### config.mk
export PLATFORM = sky130hd
export DESIGN_NAME = sdf_dif_stage
export DESIGN_NICKNAME = d
export VERILOG_FILES = /design/src/rtl/fft_pkg.sv /design/src/rtl/sdf_delay_line.sv /design/src/rtl/sdf_dif_stage.sv
export SDC_FILE = /design/constraint.sdc
export NUM_CORES = 2
export LEC_CHECK = 0
export BUFFER_PORTS_ARGS = -buffer_cell sky130_fd_sc_hd__buf_2
export CORE_MARGIN = 2
export CORE_UTILIZATION = 55
export CTS_BUF_LIST = sky130_fd_sc_hd__clkbuf_2
export CTS_CLUSTER_SIZE = 25
export DETAILED_ROUTE_END_ITERATION = 16
export PLACE_DENSITY = 0.74
export SYNTH_ARGS = -nofsm -noshare
export SYNTH_HDL_FRONTEND = slang
export SYNTH_SLANG_ARGS = --single-unit
### constraint.sdc
create_clock -name clk -period 12.8 [get_ports clk]
set_input_delay 0.64 -clock clk [delete_from_list [all_inputs] [get_ports clk]]
set_output_delay 0.64 -clock clk [all_outputs]
set_load 0.005 [all_outputs]
### src/rtl/fft_pkg.sv
// Shared definitions for the streaming FFT stages: Q-format unity, clog2 helper,
// complex word type and the per-stage control state.
package fft_pkg;

  typedef enum logic {
    PRIME = 1'b0,
    RUN   = 1'b1
  } sdf_state_e;

  typedef struct packed {
    logic signed [15:0] re;
    logic signed [15:0] im;
  } cplx16_t;

  function automatic int clog2(input int v);
    int r;
    r = 0;
    while ((1 << r) < v) r++;
    return r;
  endfunction

  // Unity in Q1.(width-2): 2^(width-2)
  function automatic int q_one(input int width);
    return 1 << (width - 2);
  endfunction

endpackage

### src/rtl/sdf_delay_line.sv
// Enable-gated complex shift register; head is the oldest entry.
module sdf_delay_line #(
  parameter int WIDTH = 16,
  parameter int DEPTH = 8
) (
  input  logic                    clk,
  input  logic                    en,
  input  logic signed [WIDTH-1:0] din_re,
  input  logic signed [WIDTH-1:0] din_im,
  output logic signed [WIDTH-1:0] head_re,
  output logic signed [WIDTH-1:0] head_im
);

  logic signed [WIDTH-1:0] re_q [DEPTH];
  logic signed [WIDTH-1:0] im_q [DEPTH];

  always_ff @(posedge clk) begin
    if (en) begin
      re_q[DEPTH-1] <= din_re;
      im_q[DEPTH-1] <= din_im;
      for (int i = 0; i < DEPTH - 1; i++) begin
        re_q[i] <= re_q[i+1];
        im_q[i] <= im_q[i+1];
      end
    end
  end

  assign head_re = re_q[0];
  assign head_im = im_q[0];

endmodule

### src/rtl/sdf_dif_stage.sv
// Radix-2 SDF decimation-in-frequency stage: butterfly first, twiddle multiply
// second, one registered cycle from accepted input to output.
module sdf_dif_stage
  import fft_pkg::*;
#(
  parameter  int WIDTH  = 16,
  parameter  int DELAY  = 8,
  localparam int ADDR_W = (DELAY > 1) ? clog2(DELAY) : 1
) (
  input  logic                    clk,
  input  logic                    rst,
  input  logic                    in_valid,
  input  logic signed [WIDTH-1:0] in_re,
  input  logic signed [WIDTH-1:0] in_im,
  output logic [ADDR_W-1:0]       tw_addr,
  input  logic signed [WIDTH-1:0] tw_re,
  input  logic signed [WIDTH-1:0] tw_im,
  output logic                    out_valid,
  output logic signed [WIDTH-1:0] out_re,
  output logic signed [WIDTH-1:0] out_im
);

  localparam int CNT_W = clog2(2 * DELAY);
  localparam logic signed [WIDTH-1:0] ONE = WIDTH'(q_one(WIDTH));

  // (a +/- b) >>> 1 at WIDTH+1 bits always fits WIDTH, so no saturation
  function automatic logic signed [WIDTH-1:0] half_add(
    input logic signed [WIDTH-1:0] a, input logic signed [WIDTH-1:0] b);
    logic signed [WIDTH:0] t;
    t = {a[WIDTH-1], a} + {b[WIDTH-1], b};
    return WIDTH'(t >>> 1);
  endfunction

  function automatic logic signed [WIDTH-1:0] half_sub(
    input logic signed [WIDTH-1:0] a, input logic signed [WIDTH-1:0] b);
    logic signed [WIDTH:0] t;
    t = {a[WIDTH-1], a} - {b[WIDTH-1], b};
    return WIDTH'(t >>> 1);
  endfunction

  function automatic logic signed [2*WIDTH:0] sx(input logic signed [WIDTH-1:0] v);
    return {{(WIDTH+1){v[WIDTH-1]}}, v};
  endfunction

  function automatic logic signed [WIDTH-1:0] q_scale(input logic signed [2*WIDTH:0] p);
    return WIDTH'(p >>> (WIDTH - 2));
  endfunction

  logic [CNT_W-1:0]        cnt;
  sdf_state_e              state;
  logic                    phase;
  logic signed [WIDTH-1:0] head_re, head_im;
  logic signed [WIDTH-1:0] dl_re, dl_im;
  logic signed [WIDTH-1:0] a_re, a_im, c_re, c_im;
  logic signed [2*WIDTH:0] acc_re, acc_im;
  logic                    vld_p1;
  logic signed [WIDTH-1:0] re_p1, im_p1;

  assign phase = cnt[CNT_W-1];

  if (DELAY > 1) begin : g_addr
    assign tw_addr = cnt[CNT_W-2:0];
  end else begin : g_addr_one
    assign tw_addr = 1'b0;
  end

  sdf_delay_line #(
    .WIDTH (WIDTH),
    .DEPTH (DELAY)
  ) u_delay (
    .clk     (clk),
    .en      (in_valid & ~rst),
    .din_re  (dl_re),
    .din_im  (dl_im),
    .head_re (head_re),
    .head_im (head_im)
  );

  // Phase 0 rotates the stored difference; phase 1 emits the sum at unity gain
  always_comb begin
    dl_re = in_re;
    dl_im = in_im;
    a_re  = head_re;
    a_im  = head_im;
    c_re  = tw_re;
    c_im  = tw_im;
    if (phase) begin
      dl_re = half_sub(head_re, in_re);
      dl_im = half_sub(head_im, in_im);
      a_re  = half_add(head_re, in_re);
      a_im  = half_add(head_im, in_im);
      c_re  = ONE;
      c_im  = '0;
    end
    acc_re = sx(a_re) * sx(c_re) - sx(a_im) * sx(c_im);
    acc_im = sx(a_re) * sx(c_im) + sx(a_im) * sx(c_re);
  end

  // Stage p1: registered output and control
  always_ff @(posedge clk) begin
    if (rst) begin
      cnt    <= '0;
      state  <= PRIME;
      vld_p1 <= 1'b0;
      re_p1  <= '0;
      im_p1  <= '0;
    end else begin
      vld_p1 <= in_valid && (state == RUN);
      if (in_valid) begin
        cnt <= cnt + 1'b1;
        if (state == PRIME && cnt == CNT_W'(DELAY - 1)) state <= RUN;
        if (state == RUN) begin
          re_p1 <= q_scale(acc_re);
          im_p1 <= q_scale(acc_im);
        end
      end
    end
  end

  assign out_valid = vld_p1;
  assign out_re    = re_p1;
  assign out_im    = im_p1;

endmodule

==> metrics.cfg <==
[timing]
final_hold_viol_count=0
post-route-period-util=0.739
tightest_slew_ns=1.29
slew_headroom=0.138
fin_worst_skew_ns=0.166
fmax_mhz=106
fin_crit_ns=9.46
fin_setup_tns_ns=0
setup_viol=0
final_max_slew_viol_count=0
rsz0062_at_grt=false

[yosys]
synth_warnings=0
synthFlopType=edfxtp_1
avgSynthCellArea_um2=10.0
synth_nets=6520
synth.largest_area_cell=fa_1
ys_seq_elements=294
ys_async_sr_fraction=0
synthCells=5017
syn_area_mm2=0.0502
synth_cell_types=79
synth-edff-count=256
yosysSeqAreaShare=0.168
netlist.area_leader.share=0.424
synthTopCellsByArea=fa_1 42%, edfxtp_1 15%, inv_1 9.5%

[run]
maxCapViolCount=0

[floorplanning]
fp.dieH_um=306
die_area_mm2=0.0937
rows=110
io_pins=103
initial_core_util=0.556
core_mm2=0.0903
die-width_um=306

[route]
via_count=34815
drc=0
wl_mm=143
wire_per_inst_um=22.6
ant_nets=0
routed_via_density=5.50
firstDrtPassIters=7
drt_iter0_drc=2723

[critical_path]
crit_top_cell=xnor2_1
cp_max_fo=9
crit_required_ns=13.75
worstSetupPathType=flip-flop to flip-flop
startpoint_type=flip-flop
cpPeakStageDelay_ns=0.95
worstSetupEndpointType=flip-flop
worst_ep_arrival_time_ns=10.42
crit_slowest_cell=edfxtp_1

[clock_network]
clock-sinks=294
cts_buffers=77
ctsResizeCount=0
htreeDepth=3
cts_setup_buffers=0
clk_pin_slew_ns=0.11
cts_max_path_buffers=3
clk_latency_ns=1.14
cts_root_buffer=clkbuf_2
cts_tree=done

[cells_and_area]
drive_gt1_frac=0.0697
nNetsFinal=6583
area_growth_pct=5.70
final_core_util=0.588

[placement]
dp_hpwl_mm=107
gp_congestion=0.992
portBuffers=102

[global_route]
grt_pass1_vias=38243
grt_max_degree=170
grt_overflow=0
grt_use_total=0.323
grt_pass1_wl_mm=224
antenna_found_initial=12

[status]
outcome=complete, no violations

[hold_path]
hp-class=input pin to flip-flop

==> critical path, delay by kind of cell (launching register included) <==
| family | cells | cell delay (ns) |
|---|---|---|
| buf+inv | 2 | 0.10 |
| compound gates | 5 | 1.42 |
| fa+ha+maj | 9 | 4.29 |
| simple gates | 5 | 1.14 |
| flops | 1 | 0.95 |
| xor+xnor | 9 | 1.45 |
==> cells in the final DEF, fill, tap and decap left out, types with 32 or more instances in the layout <==
cell,instances
clkbuf_2,106
xnor2_1,130
buf_4,79
nor2_1,116
a21oi_1,102
edfxtp_1,256
ha_1,373
buf_2,102
and2_1,520
nor2b_1,32
inv_1,1271
o21ai_0,49
fa_1,1063
xor2_1,37
nand2_1,520
dfxtp_1,37
==> registers in the layout, summed over array words and instances (netlist names) <==
| register | count |
|---|---|
| u_delay.im_q | 128 |
| state | 1 |
| u_delay.re_q | 128 |
| cnt | 4 |
| out_valid | 1 |
| out_re | 16 |
| out_im | 16 |
==> Yosys cell counts (6+ instances only) <==
| master | count |
|---|---|
| mux2i_1 | 9 |
| dfxtp_1 | 38 |
| fa_1 | 1063 |
| o21ai_0 | 49 |
| nor2b_1 | 56 |
| edfxtp_1 | 256 |
| a211oi_1 | 8 |
| and3_1 | 15 |
| nor3_1 | 23 |
| or2_2 | 10 |
| a21oi_1 | 102 |
| a22oi_1 | 8 |
| o21a_1 | 6 |
| xnor2_1 | 130 |
| nand2_1 | 520 |
| nor2_1 | 116 |
| o211ai_1 | 6 |
| nand3_1 | 25 |
| o21ai_1 | 8 |
| buf_1 | 13 |
| xor2_1 | 37 |
| clkbuf_1 | 206 |
| inv_1 | 1271 |
| nand2b_1 | 11 |
| o21bai_1 | 13 |
| and2_1 | 520 |
| ha_1 | 373 |
| a21o_1 | 15 |
| or3_1 | 10 |
==> cells by family after synthesis <==
group / Yosys count / share of synthesized area
buffers and inverters: 1498 / 0.112
adders and majority gates: 1436 / 0.517
and+or+nand+nor: 1330 / 0.134
DFF: 294 / 0.168
AOI/OAI and AO/OA: 283 / 0.0379
xor gates and xnor gates: 167 / 0.0291
muxes: 9 / 0.00179
==> stage by stage <==
stage | hold WS, ns | setup WS (ns) | cell area, um2 | instances
6_report | 0.0718 | 3.34 | 53100 | 6325
4_1_cts | 0.000730 | 3.26 | 53000 | 6310
3_3_place_gp | 0.400 | 3.36 | 52000 | 6149
3_5_place_dp | 0.405 | 3.26 | 52000 | 6149
2_1_floorplan | 0.400 | 4.60 | 50200 | 5017
5_1_grt | 0.0320 | 2.87 | 53000 | 6313
==> layer usage <==
| layer | routed length [um] | share of wire | track usage | vias to the layer above |
|---|---|---|---|---|
| met4 | 13200 | 0.092 | 0.234 | 6 |
| li1 | - | - | - | 14958 |
| met1 | 50700 | 0.35 | 0.386 | 17548 |
| met5 | 117 | 0.00082 | 0.00672 | - |
| met3 | 13900 | 0.097 | 0.0856 | 560 |
| met2 | 65300 | 0.46 | 0.508 | 1743 |
==> final cells by class <==
type | count | area [um2]
diodes | 15 | 37.5
clock buffers | 106 | 531
clock inverters | 27 | 191
fillers | 7740 | 37200
inverters | 1272 | 4770
multi-input cells | 3225 | 36200
flip-flops and latches | 294 | 8450
well taps | 1176 | 1470
repair buffers | 210 | 1400
==> what timing repair did <==
| action | in CTS | in global routing |
|---|---|---|
| hold endpoints to repair | 42 | 0 |
| endpoints found under the setup margin | 0 | 0 |
| hold buffers | 28 | 0 |
==> worst paths after layout <==
| check | from | to | slack, ns | cells past startpoint |
|---|---|---|---|---|
| setup reg to reg | u_delay.im_q[0][5] | out_im[15] | 3.34 | 30 |
| hold / removal | in_re[1] | u_delay.re_q[7][1] | 0.07 | 3 |
| hold reg to reg | u_delay.re_q[6][5] | u_delay.re_q[5][5] | 0.34 | 0 |
| setup / recovery | u_delay.im_q[0][5] | out_im[15] | 3.34 | 30 |
Power is left out: the tool's default activity adds up to more than one toggle a clock period on the data nets, which glitch-free logic cannot reach.
